$ cat src/rtl/cr_ram_burst_engine_pkg.sv
`default_nettype none
// ============================================================================
// Module   : cr_ram_burst_pkg
// Purpose  : Shared types and helpers for the RAM read-burst engine.
//            - state_e      : FSM state encoding (idle / burst)
//            - desc_len()   : extract the length field of a descriptor
//            - desc_addr()  : extract the start-address field of a descriptor
//            - desc_t       : descriptor layout at the default widths
//            - LEN_ZERO     : length value that marks a discard-only descriptor
// Revision : 1.0 - initial release
// ============================================================================
package cr_ram_burst_pkg;

   typedef enum logic [0:0] {
      ST_IDLE  = 1'b0,
      ST_BURST = 1'b1
   } state_e;

   localparam int C_DEF_AW = 16;
   localparam int C_DEF_LW = 8;

   // Length is the upper field; address occupies the low AW bits.
   typedef struct packed {
      logic [C_DEF_LW-1:0] len;
      logic [C_DEF_AW-1:0] addr;
   } desc_t;

   localparam int LEN_ZERO = 0;

   // Descriptors are passed zero-extended to 64 bits so one function serves
   // every AW/LW combination; callers cast the result back to their width.
   function automatic logic [31:0] desc_len(input logic [63:0] desc,
                                            input int unsigned aw,
                                            input int unsigned lw);
      logic [63:0] v;
      v = (desc >> aw) & ((64'd1 << lw) - 64'd1);
      return v[31:0];
   endfunction

   function automatic logic [31:0] desc_addr(input logic [63:0] desc,
                                             input int unsigned aw);
      logic [63:0] v;
      v = desc & ((64'd1 << aw) - 64'd1);
      return v[31:0];
   endfunction

endpackage
`default_nettype wire

$ cat src/rtl/cr_ram_burst_engine_if.sv
`default_nettype none
// ============================================================================
// Module   : cr_ram_burst_engine_if
// Purpose  : Descriptor-FIFO and RAM read-request bundle of the burst engine.
//            master : engine side (pops FIFO, drives RAM read request)
//            slave  : environment side (FIFO + RAM model/controller)
// Signals  : fifo_data, fifo_empty, fifo_rd, ram_ready, ram_read, ram_addr,
//            busy, ram_last (only when CR_RAM_BURST_LAST_EN is defined)
// Revision : 1.0 - initial release
// ============================================================================
interface cr_ram_burst_engine_if #(
   parameter int AW = 16,
   parameter int LW = 8
);
   localparam int DW = AW + LW;

   logic [DW-1:0] fifo_data;
   logic          fifo_empty;
   logic          fifo_rd;
   logic          ram_ready;
   logic          ram_read;
   logic [AW-1:0] ram_addr;
   logic          busy;
`ifdef CR_RAM_BURST_LAST_EN
   logic          ram_last;
`endif

   modport master (
      input  fifo_data, fifo_empty, ram_ready,
`ifdef CR_RAM_BURST_LAST_EN
      output ram_last,
`endif
      output fifo_rd, ram_read, ram_addr, busy
   );

   modport slave (
      output fifo_data, fifo_empty, ram_ready,
`ifdef CR_RAM_BURST_LAST_EN
      input  ram_last,
`endif
      input  fifo_rd, ram_read, ram_addr, busy
   );

endinterface
`default_nettype wire

$ cat src/rtl/cr_ram_burst_engine.sv
`default_nettype none
// ============================================================================
// Module   : cr_ram_burst_engine
// Purpose  : Pops {length, start address} descriptors from a FWFT FIFO and
//            issues one RAM read per word with an incrementing (wrapping)
//            address. Back-to-back descriptors chain with no idle cycle;
//            zero-length descriptors are popped and discarded.
// Ports    : clk      - clock
//            reset_n  - asynchronous active-low reset
//            bif      - cr_ram_burst_engine_if.master (FIFO + RAM request)
// Options  : CR_RAM_BURST_LAST_EN - adds registered ram_last output, high
//            while the final word of a burst is being requested.
// Revision : 1.0 - initial release
// ============================================================================
module cr_ram_burst_engine
   import cr_ram_burst_pkg::*;
#(
   parameter int AW = 16,
   parameter int LW = 8
) (
   input  wire                     clk,
   input  wire                     reset_n,
   cr_ram_burst_engine_if.master   bif
);

   localparam int DW = AW + LW;

   localparam logic [0:0] c_ST_IDLE  = ST_IDLE;
   localparam logic [0:0] c_ST_BURST = ST_BURST;
   localparam logic [LW-1:0] c_LEN_ZERO = LW'(LEN_ZERO);
   localparam logic [LW-1:0] c_LEN_ONE  = LW'(1);

   logic [0:0]    r_state;
   logic          r_ram_read;
   logic [AW-1:0] r_ram_addr;
   logic [LW-1:0] r_remaining;
   logic          r_busy;

   logic [0:0]    w_nxt_state;
   logic          w_nxt_read;
   logic [AW-1:0] w_nxt_addr;
   logic [LW-1:0] w_nxt_rem;
   logic          w_nxt_busy;

   logic [LW-1:0] w_head_len;
   logic [AW-1:0] w_head_addr;
   logic          w_head_nz;
   logic          w_issue;
   logic          w_last_issue;
   logic          w_pop;

   assign w_head_len  = LW'(desc_len(64'(bif.fifo_data), AW, LW));
   assign w_head_addr = AW'(desc_addr(64'(bif.fifo_data), AW));
   assign w_head_nz   = (w_head_len != c_LEN_ZERO);

   // ram_read is always 1 in BURST, so an issue is simply read & ready.
   assign w_issue      = (r_state == c_ST_BURST) & r_ram_read & bif.ram_ready;
   assign w_last_issue = w_issue & (r_remaining == c_LEN_ONE);

   // The FIFO may only be touched when idle or on the final word of a burst,
   // which is what lets the next descriptor load with zero bubble.
   assign w_pop = ~bif.fifo_empty & ((r_state == c_ST_IDLE) | w_last_issue);

   always_comb begin
      w_nxt_state = r_state;
      w_nxt_read  = r_ram_read;
      w_nxt_addr  = r_ram_addr;
      w_nxt_rem   = r_remaining;
      w_nxt_busy  = r_busy;
      case (r_state)
         c_ST_IDLE: begin
            if (w_pop && w_head_nz) begin
               w_nxt_state = c_ST_BURST;
               w_nxt_read  = 1'b1;
               w_nxt_addr  = w_head_addr;
               w_nxt_rem   = w_head_len;
               w_nxt_busy  = 1'b1;
            end
         end
         c_ST_BURST: begin
            if (w_last_issue) begin
               if (w_pop && w_head_nz) begin
                  w_nxt_addr = w_head_addr;
                  w_nxt_rem  = w_head_len;
               end else begin
                  // Covers both an empty FIFO and a popped zero-length head.
                  w_nxt_state = c_ST_IDLE;
                  w_nxt_read  = 1'b0;
                  w_nxt_busy  = 1'b0;
                  w_nxt_addr  = r_ram_addr + AW'(1);
                  w_nxt_rem   = c_LEN_ZERO;
               end
            end else if (w_issue) begin
               w_nxt_addr = r_ram_addr + AW'(1);
               w_nxt_rem  = r_remaining - c_LEN_ONE;
            end
         end
         default: begin
            w_nxt_state = c_ST_IDLE;
            w_nxt_read  = 1'b0;
            w_nxt_busy  = 1'b0;
            w_nxt_rem   = c_LEN_ZERO;
         end
      endcase
   end

   always_ff @(posedge clk or negedge reset_n) begin
      if (!reset_n) begin
         r_state     <= c_ST_IDLE;
         r_ram_read  <= 1'b0;
         r_ram_addr  <= '0;
         r_remaining <= '0;
         r_busy      <= 1'b0;
      end else begin
         r_state     <= w_nxt_state;
         r_ram_read  <= w_nxt_read;
         r_ram_addr  <= w_nxt_addr;
         r_remaining <= w_nxt_rem;
         r_busy      <= w_nxt_busy;
      end
   end

   assign bif.fifo_rd  = w_pop;
   assign bif.ram_read = r_ram_read;
   assign bif.ram_addr = r_ram_addr;
   assign bif.busy     = r_busy;

`ifdef CR_RAM_BURST_LAST_EN
   logic r_ram_last;

   // Derived from next-state values so it lines up with ram_read/ram_addr
   // and naturally holds while the final word is stalled.
   always_ff @(posedge clk or negedge reset_n) begin
      if (!reset_n) begin
         r_ram_last <= 1'b0;
      end else begin
         r_ram_last <= w_nxt_read & (w_nxt_rem == c_LEN_ONE);
      end
   end

   assign bif.ram_last = r_ram_last;
`endif

endmodule
`default_nettype wire

$ cat src/flat_wrapper.sv
// flat-port wrapper written by rule: the top's interface ports become plain ports
module cr_ram_burst_engine_flat import cr_ram_burst_pkg::*;
#(
   parameter int AW = 16,
   parameter int LW = 8
)
  (clk, reset_n, bif_fifo_data, bif_fifo_empty, bif_ram_ready, bif_fifo_rd, bif_ram_read, bif_ram_addr, bif_busy);
  cr_ram_burst_engine_if #(.AW(AW), .LW(LW)) bif_i ();
  input  wire clk;
  input  wire reset_n;
  input wire logic [$bits(bif_i.fifo_data)-1:0] bif_fifo_data;
  input wire logic [$bits(bif_i.fifo_empty)-1:0] bif_fifo_empty;
  input wire logic [$bits(bif_i.ram_ready)-1:0] bif_ram_ready;
  output wire logic [$bits(bif_i.fifo_rd)-1:0] bif_fifo_rd;
  output wire logic [$bits(bif_i.ram_read)-1:0] bif_ram_read;
  output wire logic [$bits(bif_i.ram_addr)-1:0] bif_ram_addr;
  output wire logic [$bits(bif_i.busy)-1:0] bif_busy;
  assign bif_i.fifo_data = bif_fifo_data;
  assign bif_i.fifo_empty = bif_fifo_empty;
  assign bif_i.ram_ready = bif_ram_ready;
  assign bif_fifo_rd = bif_i.fifo_rd;
  assign bif_ram_read = bif_i.ram_read;
  assign bif_ram_addr = bif_i.ram_addr;
  assign bif_busy = bif_i.busy;
  cr_ram_burst_engine #(.AW(AW), .LW(LW)) u_core (.clk(clk), .reset_n(reset_n), .bif(bif_i));
endmodule
$ cat config.mk
export PLATFORM = sky130hd
export DESIGN_NAME = cr_ram_burst_engine_flat
export DESIGN_NICKNAME = d
export VERILOG_FILES = /design/src/rtl/cr_ram_burst_engine_pkg.sv /design/src/rtl/cr_ram_burst_engine_if.sv /design/src/rtl/cr_ram_burst_engine.sv /design/src/flat_wrapper.sv
export SDC_FILE = /design/constraint.sdc
export NUM_CORES = 1
export LEC_CHECK = 0
export ABC_AREA = 1
export CAP_MARGIN = 0
export CORE_ASPECT_RATIO = 1.4
export CORE_UTILIZATION = 35
export DETAILED_ROUTE_END_ITERATION = 8
export GPL_ROUTABILITY_DRIVEN = 0
export HOLD_SLACK_MARGIN = 0.02
export PLACE_DENSITY = 0.59
export SYNTH_ARGS = -nofsm -noshare
export SYNTH_HDL_FRONTEND = slang
export SYNTH_SLANG_ARGS = --single-unit
$ cat constraint.sdc
create_clock -name clk -period 1.75 [get_ports clk]
set_input_delay 0.35 -clock clk [delete_from_list [all_inputs] [get_ports clk]]
set_output_delay 0.35 -clock clk [all_outputs]
set_load 0.03 [all_outputs]
==> results_dict.tcl, run 1 <==
set metrics [dict create \
    core_area_um2 5240 \
    layout_setup_ws_ns -0.0314 \
    detail_route.iter0.violations 81 \
    crit_fanout 2 \
    synth_enable_flop_cells 0 \
    antennaDiodeCount 0 \
    sort_of_element_at_the_start_of_the_critical_path "flip-flop" \
    cts_num_sinks 26 \
    synth_async_sr_flop_share 1.00 \
    layout_worst_path_cycle_share 1.02 \
    max_cap_viol_count 0 \
    ir_drop_v 0.000513 \
    final_cell_count_no_fill 439 \
    post_synth_fa_ha_maj_area_fraction 0.0194 \
    die_width_um 64.8 \
    first_global_vias 2100 \
    leakagePower_uw 0.00151 \
    netlist_instances 297 \
    layout-area-overhead-vs-synth_pct 47.8 \
    hold_path.class "in -> async" \
    flip_flop_and_latch_count_after_synthesis 26 \
    final_setup_violation_count 1 \
    dominantRegCellSynth "sky130_fd_sc_hd__dfrtp_1" \
    cts_buffers 3 \
    endpoints_failing_hold 0 \
    design.die.area_um2 5820 \
    achievable-frequency_mhz 561 \
    critPathRequiredTime_ns 1.40 \
    clk-insertion-delay-late_ns 0.28 \
    die_extent_in_y_um 89.9 \
    tritoncts "built" \
    tightest_slew_ns 0.355 \
    placed_cell_area_um2 2590 \
    fillers 524 \
    grt_max_degree 27 \
    post_drt_wl_per_cell_um 12.1 \
    numPortBuffers 46 \
    cell_variety_after_synth 26 \
    grt_usage 0.193 \
    drc_errors 0 \
    grt_overflow_total 0 \
    cts-root-to-sink-buffers 2 \
    yosys-mux-area-fraction 0 \
    yosys.area_share.xor_xnor 0.0590 \
    design.final.nets 405 \
    setup.worst_path.end_class "output port" \
    mappedNetlistNets 328 \
    synthSimpleGateAreaFrac 0.453 \
    timing.setup.critical_path_class "reg -> out" \
    boundaryPins 47 \
    synth_compound_area_frac 0.0130 \
    main_combinational_cell_family_by_area_after_synthesis "simple AND/OR/NAND/NOR gates" \
    yosys_warnings 0 \
    power.density_cell_area_nw_per_um2 1350 \
    run_status "complete, but fails checks" \
    antenna_found_initial 0 \
    fin_hold_ws_ns 0.448 \
    number_of_rows_in_the_core_area 31 \
    syn_area_per_cell_um2 6.50 \
    vias_post_dr 2083 \
    clkSlewWorstSetupHoldPaths_ns 0.10 \
    drt-pass1-iter-count 4 \
    mappedNetlistArea_um2 1930 \
    mostFrequentLayoutCells "sky130_fd_sc_hd__nand2_1, sky130_fd_sc_hd__nand3_1, sky130_fd_sc_hd__inv_1" \
    postLayoutCellArea_um2 2850 \
    fin_crit_ns 1.78 \
    root_buffer "sky130_fd_sc_hd__clkbuf_8" \
    cp.arrival_ns 1.43 \
    route.antenna.remaining_nets 0 \
    numPlacedInstances 421 \
    wire_length_of_the_first_global_routing_pass_um 9030 \
    cts.hold.buffers_added 0 \
    layout_commonest_cell "sky130_fd_sc_hd__nand2_1" \
    violations "negative setup slack" \
    slew_viol_final 0 \
    cts.htree.levels 1 \
    seq_area_frac_synth 0.337 \
    detailed_placement_wirelength_estimate_um 3760 \
    post_drt_via_cell_ratio 4.74 \
    finalClockSkew_ns 0.00853 \
    grt_setup_unrepaired "yes" \
    postRouteWirelength_um 5300 \
    slew_headroom 0.764 \
    floorplan.initialDensity 0.369 \
    fraction_of_final_layout_cells_sized_beyond_drive_strength_1 0.169 \
]
-- report_power, final --
part,total [uW],internal [uW],leakage [uW],switching (uW)
registers,1190,875,0.000313,318
clock network,367,164,0.0000228,203
logic,2280,989,0.00117,1300
total,3840,2030,0.00151,1820
-- kinds of logic after synthesis --
| kind of cell | Yosys count |
|---|---|
| AND/OR/NAND/NOR | 200 |
| buffers and inverters | 50 |
| flip-flops | 26 |
| XOR/XNOR | 13 |
| AO/OA/AOI/OAI | 5 |
| adder cells (fa/ha/maj) | 3 |
-- per-stage QoR --
stage / power, uW / util / setup TNS (ns) / setup slack (ns)
after global placement: 3300 / 0.495 / -4.60 / -0.192
after global routing: 4140 / 0.545 / -0.762 / -0.0843
after floorplan: 2510 / - / 0 / 0.0387
final: 3840 / 0.545 / -0.0314 / -0.0314
after detailed placement: 3340 / 0.495 / -5.39 / -0.222
after CTS: 3830 / 0.534 / -0.0861 / -0.0775
-- critical path: stages, from the launching register on --
cell	delay [ns]
sky130_fd_sc_hd__dfrtp_1	0.40
sky130_fd_sc_hd__nor2_1	0.10
sky130_fd_sc_hd__nand2_1	0.12
sky130_fd_sc_hd__nor2_2	0.14
sky130_fd_sc_hd__nand2_2	0.07
sky130_fd_sc_hd__nand2_4	0.08
sky130_fd_sc_hd__clkinv_4	0.05
sky130_fd_sc_hd__nor2_4	0.07
sky130_fd_sc_hd__buf_6	0.13
-- Yosys cell counts, types with 3 or more instances --
cell type                 instances  area [um2]
sky130_fd_sc_hd__ha_1             3        37.5
sky130_fd_sc_hd__nor2_1          27         101
sky130_fd_sc_hd__dfrtp_1         26         651
sky130_fd_sc_hd__buf_4            3        22.5
sky130_fd_sc_hd__buf_2            3        15.0
sky130_fd_sc_hd__nand2_1        113         424
sky130_fd_sc_hd__nand3_1         43         215
sky130_fd_sc_hd__nand4_1          5        31.3
sky130_fd_sc_hd__inv_1           38         143
sky130_fd_sc_hd__o21ai_0          3        15.0
sky130_fd_sc_hd__xnor2_1          3        26.3
sky130_fd_sc_hd__xor2_1          10        87.6
-- worst paths after layout --
kind,start,to,slack (ns),cells past startpoint
worst max-delay path,u_core.r_remaining[3]$_DFFE_PN0P_,bif_fifo_rd,-0.03,8
worst min-delay path,reset_n,u_core.bif.ram_addr[13]$_DFFE_PN0P_,0.45,2
worst max register to register,u_core.r_remaining[3]$_DFFE_PN0P_,u_core.bif.ram_addr[4]$_DFFE_PN0P_,0.04,12
worst min register to register,u_core.bif.ram_read$_DFFE_PN0P_,u_core.bif.ram_read$_DFFE_PN0P_,0.53,2
max in group asynchronous,reset_n,u_core.bif.ram_read$_DFFE_PN0P_,1.02,2
min in group clk,bif_ram_ready,u_core.bif.ram_read$_DFFE_PN0P_,0.52,6
-- what timing repair did --
action / in CTS / in global routing
pin swaps: 6 / 9
gates resized for setup: 27 / 15
buffers inserted: 15 / 3
setup endpoints to repair: 12 / 29
hold endpoints to repair: 0 / 0
-- metal layers --
metal / up-vias / routed length (um) / track usage
met5: - / 0 / 0
met4: 0 / 129 / 0.0667
met3: 12 / 152 / 0.0165
met2: 48 / 2990 / 0.377
met1: 955 / 2030 / 0.206
li1: 1068 / - / -
-- registers in the layout, indices dropped and copies added, names as in the netlist --
signal / cells
u_core.r_remaining: 8
u_core.bif.ram_addr: 16
u_core.r_state: 1
u_core.bif.ram_read: 1
-- final cells by class --
type                            count  area (um2)  share of cell area
Sequential cell                    26         652               0.228
Clock buffer                        4        45.0              0.0158
Tap cell                           66        82.6              0.0289
Timing Repair Buffer               82         767               0.269
Inverter                           40         155              0.0544
Multi-Input combinational cell    221        1150               0.404
(Power assumes the default switching activity.)
==> inputs of run 2 (changes only) <==
==> constraint.sdc (replaced) <==
create_clock -name clk -period 1.75 [get_ports clk]
set_input_delay 0.35 -clock clk [delete_from_list [all_inputs] [get_ports clk]]
set_output_delay 0.35 -clock clk [all_outputs]
set_load 0.1 [all_outputs]
==> run 2 against run 1 <==
Net effect: the flow still finishes with violations (negative setup slack); via count decreased by 3.1%; global-route usage decreased by 0.81 points; register-to-register slack lost 0.02 ns; non-clock buffer count decreased by 15; die area stayed put; final area up 3.0%; worst setup slack got worse by 0.076 ns; fmax down 4.1%; total power grew 42%.
==> results_dict.tcl, run 2 (same netlist as run 1, synthesis figures left out) <==
set metrics [dict create \
    grt_overflow_total 0 \
    power.density_cell_area_nw_per_um2 1860 \
    ir_drop_v 0.000564 \
    die_extent_in_y_um 89.9 \
    root_buffer "sky130_fd_sc_hd__clkbuf_8" \
    fin_crit_ns 1.86 \
    grt_setup_unrepaired "yes" \
    pre_cts_slack_ns -0.226 \
    hold_path.class "in -> async" \
    vias_post_dr 2019 \
    power_report.internal_total_uw 2530 \
    detail_route.iter0.violations 85 \
    p_comb_frac 0.674 \
    layout_setup_ws_ns -0.108 \
    setup-tns-final_ns -0.108 \
    finalClockSkew_ns 0.00429 \
    clk-insertion-delay-late_ns 0.27 \
    post_drt_via_cell_ratio 4.76 \
    first_global_vias 1972 \
    postLayoutCellArea_um2 2940 \
    placed_cell_area_um2 2790 \
    sort_of_element_at_the_start_of_the_critical_path "flip-flop" \
    core_area_um2 5240 \
    cts.htree.levels 1 \
    floorplan.initialDensity 0.369 \
    design.final.nets 390 \
    slew_headroom 0.765 \
    number_of_rows_in_the_core_area 31 \
    critical_path.slowest_cell "sky130_fd_sc_hd__dfrtp_1" \
    wire_length_of_the_first_global_routing_pass_um 8570 \
    power.share.switching 0.538 \
    fillers 516 \
    postRouteWirelength_um 4950 \
    endpoints_failing_hold 0 \
    mostFrequentLayoutCells "sky130_fd_sc_hd__nand2_1, sky130_fd_sc_hd__nand3_1, sky130_fd_sc_hd__inv_1" \
    layout_worst_path_cycle_share 1.06 \
    share_seq_of_total_power 0.252 \
    layout-area-overhead-vs-synth_pct 52.3 \
    timing.setup.critical_path_class "reg -> out" \
    tightest_slew_ns 0.350 \
    critPathRequiredTime_ns 1.40 \
    drc_errors 0 \
    leakagePower_uw 0.00142 \
    fin_hold_ws_ns 0.448 \
    numPortBuffers 46 \
    cts.hold.buffers_added 0 \
    clock_power_share 0.074 \
    crit_chain "inv_2 > ha_4 > nand2_4 > nor2_4 > nand2_2 > nand2_4 > clkinv_4 > nor2_4 > buf_12" \
    grt_max_degree 27 \
    achievable-frequency_mhz 538 \
    cts_num_sinks 26 \
    run_status "complete, but fails checks" \
    cts_buffers 3 \
    total_switching_power_uw 2940 \
    fraction_of_final_layout_cells_sized_beyond_drive_strength_1 0.221 \
    largest_reg_flops 16 \
    total_power_uw 5470 \
    max_cap_viol_count 0 \
    boundaryPins 47 \
    detailed_placement_wirelength_estimate_um 3730 \
    drt-pass1-iter-count 4 \
    antennaDiodeCount 0 \
    crit_path_max_incr_delay_ns 0.39 \
    antenna_found_initial 0 \
    cp.arrival_ns 1.51 \
    design.die.area_um2 5820 \
    clkSlewWorstSetupHoldPaths_ns 0.10 \
    route.antenna.remaining_nets 0 \
    layout_commonest_cell "sky130_fd_sc_hd__nand2_1" \
    violations "negative setup slack" \
    die_width_um 64.8 \
    setup.worst_path.end_class "output port" \
    crit_fanout 2 \
    final_setup_violation_count 1 \
    post_drt_wl_per_cell_um 11.7 \
    cts-root-to-sink-buffers 2 \
    tritoncts "built" \
    slew_viol_final 0 \
    grt_usage 0.185 \
]
run 2: timing repair:
action | CTS | global route
buffers inserted | 3 | 1
resized for setup | 11 | 6
setup endpoints to repair | 25 | 25
pin swaps | 6 | 5
gates cloned | 0 | 0
run 2: final timing paths:
path	startpoint	end	slack (ns)	depth (start not counted)
hold / removal	reset_n	u_core.bif.ram_addr[7]$_DFFE_PN0P_	0.45	2
max in group asynchronous	reset_n	u_core.bif.ram_read$_DFFE_PN0P_	1.01	2
hold reg to reg	u_core.bif.ram_addr[14]$_DFFE_PN0P_	u_core.bif.ram_addr[14]$_DFFE_PN0P_	0.59	2
setup reg to reg	u_core.r_remaining[1]$_DFFE_PN0P_	u_core.r_remaining[2]$_DFFE_PN0P_	0.02	13
setup / recovery	u_core.r_remaining[1]$_DFFE_PN0P_	bif_fifo_rd	-0.11	9
min in group clk	u_core.bif.ram_addr[14]$_DFFE_PN0P_	u_core.bif.ram_addr[14]$_DFFE_PN0P_	0.59	2
run 2: layout make-up:
type | instances | area (um2) | share of cell area
multi-input combinational | 221 | 1120 | 0.380
timing repair buffer | 67 | 850 | 0.289
sequential | 26 | 678 | 0.231
inverter | 40 | 158 | 0.0536
tap | 66 | 82.6 | 0.0281
clock buffer | 4 | 55.1 | 0.0187
run 2: power by group through the flow:
stage                     logic, uW  registers [uW]  clock network, uW
after floorplan                1040            2580                  0
after global placement         3550            1380                  0
after detailed placement       3580            1390                  0
after CTS                      3660            1390                415
after global routing           3930            1430                442
final                          3690            1380                407
run 2: critical path, delay by kind of cell (launching register included):
| kind | cells | cell delay, ns |
|---|---|---|
| simple gates | 5 | 0.41 |
| flops | 1 | 0.39 |
| buf+inv | 3 | 0.30 |
| fa+ha+maj | 1 | 0.13 |
run 2: per-layer routing:
layer | up-vias | global-route usage | share of wire
li1 | 1042 | - | -
met4 | 0 | 0.0611 | 0.013
met1 | 932 | 0.201 | 0.40
met5 | - | 0 | 0
met2 | 39 | 0.355 | 0.55
met3 | 6 | 0.0216 | 0.033
run 2: per-stage QoR:
stage | utilization | instances
global route | 0.562 | 424
detailed placement | 0.532 | 416
CTS | 0.555 | 423
floorplan | - | 297
finish | 0.562 | 424
global placement | 0.532 | 416
==> inputs of run 3 (changes only) <==
--- a/config.mk
+++ b/config.mk
@@ -6,7 +6,7 @@
 export NUM_CORES = 1
 export LEC_CHECK = 0
 export ABC_AREA = 1
-export CAP_MARGIN = 0
+export CAP_MARGIN = 20
 export CORE_ASPECT_RATIO = 1.4
 export CORE_UTILIZATION = 35
 export DETAILED_ROUTE_END_ITERATION = 8
==> results of run 3 <==
No change in the layout: final DEF, timing and power equal those of run 2.
